--- src/rtl/markov_transition_counter_if.sv ---
// Note-stream handshake between a note source (master) and the transition counter (slave).
interface markov_transition_counter_if #(
    parameter int unsigned NOTE_W = 7
);
    logic              note_valid;
    logic [NOTE_W-1:0] note_data;
    logic              note_last;
    logic              note_ready;

    modport master (output note_valid, output note_data, output note_last, input note_ready);
    modport slave  (input note_valid, input note_data, input note_last, output note_ready);
endinterface

--- src/rtl/markov_transition_counter.sv ---
// First-order Markov transition counter: folds a note stream into a table of
// unique (prev, next, count) entries, kept in first-occurrence order.
module markov_transition_counter #(
    parameter int unsigned NOTE_W = 7,
    parameter int unsigned CNT_W  = 8,
    parameter int unsigned DEPTH  = 64,
    parameter int unsigned ADDR_W = 6
) (
    input  logic                       clk,
    input  logic                       reset,
    input  logic                       start,
    markov_transition_counter_if.slave note,
    output logic                       busy,
    output logic                       done,
    output logic [ADDR_W:0]            entry_count,
    output logic                       overflow,
    input  logic [ADDR_W-1:0]          rd_addr,
    output logic [NOTE_W-1:0]          rd_prev,
    output logic [NOTE_W-1:0]          rd_next,
    output logic [CNT_W-1:0]           rd_count
);
    localparam logic [CNT_W-1:0]  CNT_MAX = '1;
    localparam logic [ADDR_W:0]   FULL    = (ADDR_W+1)'(DEPTH);

    typedef enum logic [2:0] {
        S_IDLE,
        S_WAIT_NOTE,
        S_SEARCH,
        S_INCREMENT,
        S_APPEND,
        S_FINISH
    } state_t;

    state_t state, state_d;

    logic [NOTE_W-1:0] prev_mem [DEPTH];
    logic [NOTE_W-1:0] next_mem [DEPTH];
    logic [CNT_W-1:0]  cnt_mem  [DEPTH];

    logic [NOTE_W-1:0] prev_reg;
    logic [NOTE_W-1:0] cur_reg;
    logic              last_reg;
    logic              has_prev;
    logic [ADDR_W:0]   idx;

    logic              xfer;
    logic              start_go;
    logic              at_end;
    logic              match;
    logic              full;
    logic [ADDR_W-1:0] idx_a;
    logic [ADDR_W-1:0] wr_a;

    assign xfer     = note.note_valid && (state == S_WAIT_NOTE);
    assign start_go = start && ((state == S_IDLE) || (state == S_FINISH));
    assign idx_a    = idx[ADDR_W-1:0];
    assign wr_a     = entry_count[ADDR_W-1:0];
    assign at_end   = (idx == entry_count);
    assign full     = (entry_count == FULL);
    assign match    = !at_end && (prev_mem[idx_a] == prev_reg) && (next_mem[idx_a] == cur_reg);

    // Next-state logic
    always_comb begin
        state_d = state;
        case (state)
            S_IDLE:      if (start_go) state_d = S_WAIT_NOTE;
            S_WAIT_NOTE: begin
                if (xfer) begin
                    if (has_prev)            state_d = S_SEARCH;
                    else if (note.note_last) state_d = S_FINISH;
                end
            end
            S_SEARCH: begin
                if (at_end)     state_d = S_APPEND;
                else if (match) state_d = S_INCREMENT;
            end
            S_INCREMENT,
            S_APPEND:    state_d = last_reg ? S_FINISH : S_WAIT_NOTE;
            S_FINISH:    if (start_go) state_d = S_WAIT_NOTE;
            default:     state_d = S_IDLE;
        endcase
    end

    // State register; status outputs are registered decodes of the next state
    always_ff @(posedge clk or negedge reset) begin
        if (!reset) begin
            state           <= S_IDLE;
            note.note_ready <= 1'b0;
            busy            <= 1'b0;
            done            <= 1'b0;
        end else begin
            state           <= state_d;
            note.note_ready <= (state_d == S_WAIT_NOTE);
            busy            <= (state_d != S_IDLE) && (state_d != S_FINISH);
            done            <= (state_d == S_FINISH);
        end
    end

    // Pass control and search datapath
    always_ff @(posedge clk or negedge reset) begin
        if (!reset) begin
            entry_count <= '0;
            overflow    <= 1'b0;
            has_prev    <= 1'b0;
            prev_reg    <= '0;
            cur_reg     <= '0;
            last_reg    <= 1'b0;
            idx         <= '0;
        end else begin
            if (start_go) begin
                entry_count <= '0;
                overflow    <= 1'b0;
                has_prev    <= 1'b0;
            end
            case (state)
                S_WAIT_NOTE: begin
                    if (xfer && !has_prev) begin
                        prev_reg <= note.note_data;
                        has_prev <= 1'b1;
                    end else if (xfer) begin
                        cur_reg  <= note.note_data;
                        last_reg <= note.note_last;
                        idx      <= '0;
                    end
                end
                S_SEARCH: if (!at_end && !match) idx <= idx + (ADDR_W+1)'(1);
                S_INCREMENT: prev_reg <= cur_reg;
                S_APPEND: begin
                    prev_reg <= cur_reg;
                    if (full) overflow    <= 1'b1;
                    else      entry_count <= entry_count + (ADDR_W+1)'(1);
                end
                default: ;
            endcase
        end
    end

    // Table storage; rows at or above entry_count are don't-care, so no reset
    always_ff @(posedge clk) begin
        if ((state == S_INCREMENT) && (cnt_mem[idx_a] != CNT_MAX)) begin
            cnt_mem[idx_a] <= cnt_mem[idx_a] + CNT_W'(1);
        end
        if ((state == S_APPEND) && !full) begin
            prev_mem[wr_a] <= prev_reg;
            next_mem[wr_a] <= cur_reg;
            cnt_mem[wr_a]  <= CNT_W'(1);
        end
    end

    assign rd_prev  = prev_mem[rd_addr];
    assign rd_next  = next_mem[rd_addr];
    assign rd_count = cnt_mem[rd_addr];

endmodule

--- src/flat_wrapper.sv ---
// flat-port wrapper written by rule: the top's interface ports become plain ports
module markov_transition_counter_flat 
#(
    parameter int unsigned NOTE_W = 7,
    parameter int unsigned CNT_W  = 8,
    parameter int unsigned DEPTH  = 64,
    parameter int unsigned ADDR_W = 6
)
  (clk, reset, start, busy, done, entry_count, overflow, rd_addr, rd_prev, rd_next, rd_count, note_note_valid, note_note_data, note_note_last, note_note_ready);
  markov_transition_counter_if #(.NOTE_W(NOTE_W)) note_i ();
  input  logic clk;
  input  logic reset;
  input  logic start;
  output logic busy;
  output logic done;
  output logic [ADDR_W:0] entry_count;
  output logic overflow;
  input  logic [ADDR_W-1:0] rd_addr;
  output logic [NOTE_W-1:0] rd_prev;
  output logic [NOTE_W-1:0] rd_next;
  output logic [CNT_W-1:0] rd_count;
  input wire logic [$bits(note_i.note_valid)-1:0] note_note_valid;
  input wire logic [$bits(note_i.note_data)-1:0] note_note_data;
  input wire logic [$bits(note_i.note_last)-1:0] note_note_last;
  output wire logic [$bits(note_i.note_ready)-1:0] note_note_ready;
  assign note_i.note_valid = note_note_valid;
  assign note_i.note_data = note_note_data;
  assign note_i.note_last = note_note_last;
  assign note_note_ready = note_i.note_ready;
  markov_transition_counter #(.NOTE_W(NOTE_W), .CNT_W(CNT_W), .DEPTH(DEPTH), .ADDR_W(ADDR_W)) u_core (.clk(clk), .reset(reset), .start(start), .note(note_i), .busy(busy), .done(done), .entry_count(entry_count), .overflow(overflow), .rd_addr(rd_addr), .rd_prev(rd_prev), .rd_next(rd_next), .rd_count(rd_count));
endmodule
--- config.mk ---
export PLATFORM = sky130hd
export DESIGN_NAME = markov_transition_counter_flat
export DESIGN_NICKNAME = d
export VERILOG_FILES = /design/src/rtl/markov_transition_counter_if.sv /design/src/rtl/markov_transition_counter.sv /design/src/flat_wrapper.sv
export SDC_FILE = /design/constraint.sdc
export NUM_CORES = 2
export LEC_CHECK = 0
export CAP_MARGIN = 0
export CORE_AREA = 4 4 270 471
export DETAILED_ROUTE_END_ITERATION = 8
export DIE_AREA = 0 0 274 475
export GPL_TIMING_DRIVEN = 0
export HOLD_SLACK_MARGIN = 0.03
export PLACE_DENSITY = 0.7
export SYNTH_ARGS = -nofsm -noshare
export SYNTH_HDL_FRONTEND = slang
export SYNTH_SLANG_ARGS = --single-unit
--- constraint.sdc ---
create_clock -name clk -period 10.35 [get_ports clk]
set_input_delay 2.5875 -clock clk [delete_from_list [all_inputs] [get_ports clk]]
set_output_delay 2.5875 -clock clk [all_outputs]
set_load 0.1 [all_outputs]
# Word-level counts from Yosys, hierarchy flattened
# Memory sizes are Yosys's and may differ from the RTL's.
# Index checks and enable logic that the tools add are counted.
dict set report word_totals {
  register_bits 37
  mem_bits_rw 1408
  input_bits 18
  output_inout_bits 33
  wordCells 89
  mem_count 3
}
dict set report op_classes {
  add_sub_neg 3
  n_eq_ne 17
  muxes 30
  n_bitwise 1
  n_reduce_logical 24
}
# name depth width rd rd_clocked_by_memory_dff write_ports line
set mem_list {}
lappend mem_list {u_core.cnt_mem 64 8 2 0 1 markov_transition_counter.sv:38} ;# logic [CNT_W-1:0] cnt_mem [DEPTH];
lappend mem_list {u_core.next_mem 64 7 2 0 1 markov_transition_counter.sv:37} ;# logic [NOTE_W-1:0] next_mem [DEPTH];
lappend mem_list {u_core.prev_mem 64 7 2 0 1 markov_transition_counter.sv:36} ;# logic [NOTE_W-1:0] prev_mem [DEPTH];
# cell count
set ops {}
lappend ops {{$mux 7} 7}
lappend ops {{$pmux 7 s2} 2}
lappend ops {{$eq 7x7->1} 3}
lappend ops {{$mux 3} 7}
lappend ops {{$add 7x1->7 const B} 2}
lappend ops {{$pmux 3 s4} 1}
lappend ops {{$mux 1} 11}
lappend ops {{$eq 3x3->1 const B} 3}
lappend ops {{$logic_and 1x1->1} 9}
lappend ops {{$add 8x1->8 const B} 1}
lappend ops {{$mux 8} 1}
lappend ops {{$ne 8x8->1 const B} 1}
lappend ops {{$reduce_or 8->1} 1}
lappend ops {{$eq 7x7->1 const B} 1}
lappend ops {{$eq 3x1->1 const B} 2}
lappend ops {{$eq 3x2->1 const B} 2}
lappend ops {{$mux 6} 1}
lappend ops {{$logic_not 1->1} 4}
lappend ops {{$ne 2x1->1 const B} 2}
lappend ops {{$ne 2x2->1 const B} 2}
lappend ops {{$reduce_and 4->1} 1}
lappend ops {{$reduce_bool 2->1} 2}
lappend ops {{$reduce_or 2->1} 2}
lappend ops {{$logic_not 3->1} 1}
lappend ops {{other kinds (6)} 6}

# Longest topological paths before layout
dict set report logic_depth {
  word_depth 9
  ltp_mapped 18
  depth_no_buf 10
}

# Least setup slack after synthesis
# Ideal clock, no wire load.
dict set report synth_timing {
  kind {input-to-output}
  start {input rd_addr[0]}
  end {output rd_count[0]}
  arrival_time_ns 5.483
  required_time_ns 7.763
  setup_slack_ns 2.280
  stages 6
  path_buffers 3
  cell_sequence {clkbuf_1 clkbuf_1 buf_1 mux4_2 mux4_2 mux4_2}
}
dict set report synth_between {
  elab_chain_cells 1
}
# element line
set synth_rtl {}
lappend synth_rtl {{from (decl)} flat_wrapper.sv:18} ;# input logic [ADDR_W-1:0] rd_addr;
lappend synth_rtl {{$mem_v2 64x8} -}
lappend synth_rtl {{to (decl)} flat_wrapper.sv:21} ;# output logic [CNT_W-1:0] rd_count;
# Every way passes these cells.

# Final worst setup path
dict set report layout_timing {
  start {input rd_addr[0]}
  end {output rd_count[7]}
}
# The elaborated chain is that of the path after synthesis.

==> metrics.txt <==
filler cell count=approximately 8500; simple logic cell fraction of the synthesized area=between 2 and 2.5%; First DRT Iteration DRCs=between 7000 and 8000; Crit path top cell by count=mux4_2; fin crit share=101.1%; Avg WL per Cell=about 54 um; post-route minimum period=10.46 ns; Starting Density=between 50 and 60%; Global Route Usage Sum=between 40% and 50%; CTS Buf Count=about 130; kind of critical path=input pin to output pin; max frequency=0.09559 GHz; failing checks=capacitance limit, slew limit, setup timing; gr ovfl total=0; Synth Area per Inst=20.74 um^2; FP Rows=between 150 and 200; WL final=~290 mm; Post-synth EDFFs=1408; Final Hold Vio Count=0; Die Area=130200 um^2; Largest regs=u_core.cnt_mem (512), u_core.next_mem (448), u_core.prev_mem (448); complex-gate fraction of the synthesized area=2.043%; crit path DAT=between 7 and 8 ns; CP peak stage delay=about 1.1 ns; vias post-DR=around 43000; HPWL after DPL=about 210 mm; TritonCTS clock tree=yes; final setup vio count=18; DR vias/cell=around 8; DRC viols=0; total power=around 20000 uW; post-synthesis async set-or-reset flop share=roughly 2.6%; H-Tree Depth=4; largest family of logic cells by synthesized area=multiplexers; Mapped Nets=between 3000 and 4000; post-synthesis xor/xnor area fraction=0.3377%; routability congestion estimate=roughly 1.1; worst setup path startpoint=rd_addr[0]; ys flop type=edfxtp_1; CP Launch Type=input pin; worst r2r src=u_core.idx[2]; IO Pins=between 50 and 60; setup ws final=-0.1113 ns; initial antenna violation count=21; cells along the critical path=clkbuf_1, clkbuf_1, buf_1, mux4_2, mux4_2, mux4_2, clkdlybuf4s50_1; CP Max Fanout=10; Static Leakage=roughly 0.023 uW; Num Clock Sinks=1445; clk root buf=clkbuf_16; Chip Height=475 um; post-cts hold buffer count=0; Hold Path Origin=u_core.has_prev; max cap viols=10; layout cells sized above 1=38.78%; Synth cell types=between 60 and 70; Post-Synth Adder-Cell Area=less than 1%; vias in the first global route=~43000; IO buf count=46; max reg flops=~500; First-pass DRT Iterations=8; Nets=between 3000 and 4000; WP data required=~7.8 ns; outcome=finished, violations left; hold crit path type=register to register; Seq. cell area=43220 um^2; CP Capture Type=output pin; largest net degree at the start of global routing=55; Ys Warns=0; Area growth, synth to finish=14.21%; Worst-Skew Late Latency=approximately 0.81 ns; clk slew on worst S/H paths=0.07 ns; most frequent cells in the layout=1408 x edfxtp_1, 814 x mux4_2, 140 x clkbuf_16; Clock Skew=~0.042 ns; P per Cell Area=255.0 nW/um^2; CORE AREA=between 100000 and 150000 um^2; Post-Synthesis Cell Area=between 60000 and 70000 um^2; Slew headroom=-7.050%; Setup TNS=-0.9350 ns; Top reg by flops=u_core.cnt_mem; mux cell area share after synthesis=slightly below 30%; clk buf depth=3; area occupied by multi-input gates=23530 um^2; Worst Tran Pin Value=1.606 ns; Post-Syn Instances=3251; commonest non-fill, non-tap cell in the layout=edfxtp_1; Chip Width=274 um; post-synthesis sequential area ratio=64.08%; Post-CTS Setup Bufs=0; Final ANT Viol Nets=0; VDD IR max=between 0.0003 and 0.0004 V; first-pass GRT wire length=377.6 mm; Yosys reg bits=1445; critical path's slowest cell=buf_1; Final Max Tran Viols=between 90 and 100
## cells by family (layout without fill, tap and decap cells)
kind of cell,after synthesis,in the layout
compound gates,200,200
simple gates,360,360
xor+xnor,26,26
other cells,0,17
fa+ha+maj,4,4
mux,950,950
flops,1445,1445
buf+inv,266,674
## critical path: cells and delay by family
| family | cells | cell delay (ns) |
|---|---|---|
| buffers and inverters | 4 | 3.43 |
| muxes | 3 | 1.83 |
## stage by stage
stage	hold WS, ns	cells	util [%]	worst slack, ns	instance area, um^2
6_report	0.5136	5319	62.38	-0.1113	77010
5_1_grt	0.5513	5303	62.35	-0.01089	76970
4_1_cts	0.5149	5301	62.33	0.03227	76940
3_5_place_dp	0.4999	5061	58.82	-0.1975	72620
3_3_place_gp	0.4896	4940	56.66	-0.7282	69940
2_1_floorplan	0.4732	3251	-	2.280	67430
## cell usage after synthesis, types with 5 or more instances
library cell | n | share of area [%]
o22ai_1 | 24 | 0.22
or3_1 | 5 | 0.046
o211ai_1 | 7 | 0.078
buf_1 | 47 | 0.26
clkbuf_1 | 127 | 0.71
nand2b_1 | 7 | 0.065
xnor2_1 | 16 | 0.21
o21ai_0 | 23 | 0.17
and2_1 | 8 | 0.074
a21oi_1 | 34 | 0.25
edfxtp_1 | 1408 | 63
buf_4 | 19 | 0.21
inv_1 | 10 | 0.056
a221oi_1 | 18 | 0.23
nor2_1 | 115 | 0.64
nand2_1 | 90 | 0.50
a22oi_1 | 33 | 0.37
mux4_2 | 814 | 27
dfrtp_1 | 37 | 1.4
a31oi_1 | 11 | 0.10
nand4_1 | 7 | 0.065
xor2_1 | 10 | 0.13
nor2b_1 | 11 | 0.10
nor3_1 | 69 | 0.51
buf_2 | 51 | 0.38
buf_6 | 9 | 0.15
mux2i_1 | 126 | 1.9
nand3_1 | 21 | 0.16
a211oi_1 | 10 | 0.11
mux2_2 | 10 | 0.17
a22o_1 | 12 | 0.16
## metal layers
layer / global-route usage (%) / vias to the layer above / part of all wire (%)
met4: 45.15 / 2 / 14
met1: 48.94 / 22070 / 28
met2: 67.93 / 4363 / 46
met5: 0 / - / 0.0042
met3: 13.08 / 1440 / 12
li1: - / 14850 / -
## repair_timing
item	CTS	global route
gates cloned	0	0
gates resized for setup	3	3
setup endpoints to repair	17	4
## where the power goes
part	total (uW)	switching, uW	internal [uW]
clock	5050	2290	2760
sequential	8180	321	7860
combinational	6410	4390	2030
total	19600	7000	12600
## final cells by class
cell class                 instances  area share [%]
antenna                           17         0.05524
buffer                           253           1.581
clock buffer                     163           4.661
clock inverter                    77          0.9488
inverter                          13         0.06336
multi-input combinational       1540           30.55
sequential                      1445           56.13
tap                             1643           2.669
timing repair buffer             168           3.344
## path summary, 6_finish.rpt
path | to | slack [ns] | depth (start not counted)
worst min register to register | u_core.has_prev | 0.51 | 1
worst max-delay path | rd_count[7] | -0.11 | 7
min in group asynchronous | u_core.done | 1.60 | 1
worst min-delay path | u_core.has_prev | 0.51 | 1
worst max register to register | u_core.cnt_mem[11][4] | 1.43 | 15
max in group asynchronous | u_core.entry_count[0] | 8.27 | 2
(Power assumes the default switching activity.)
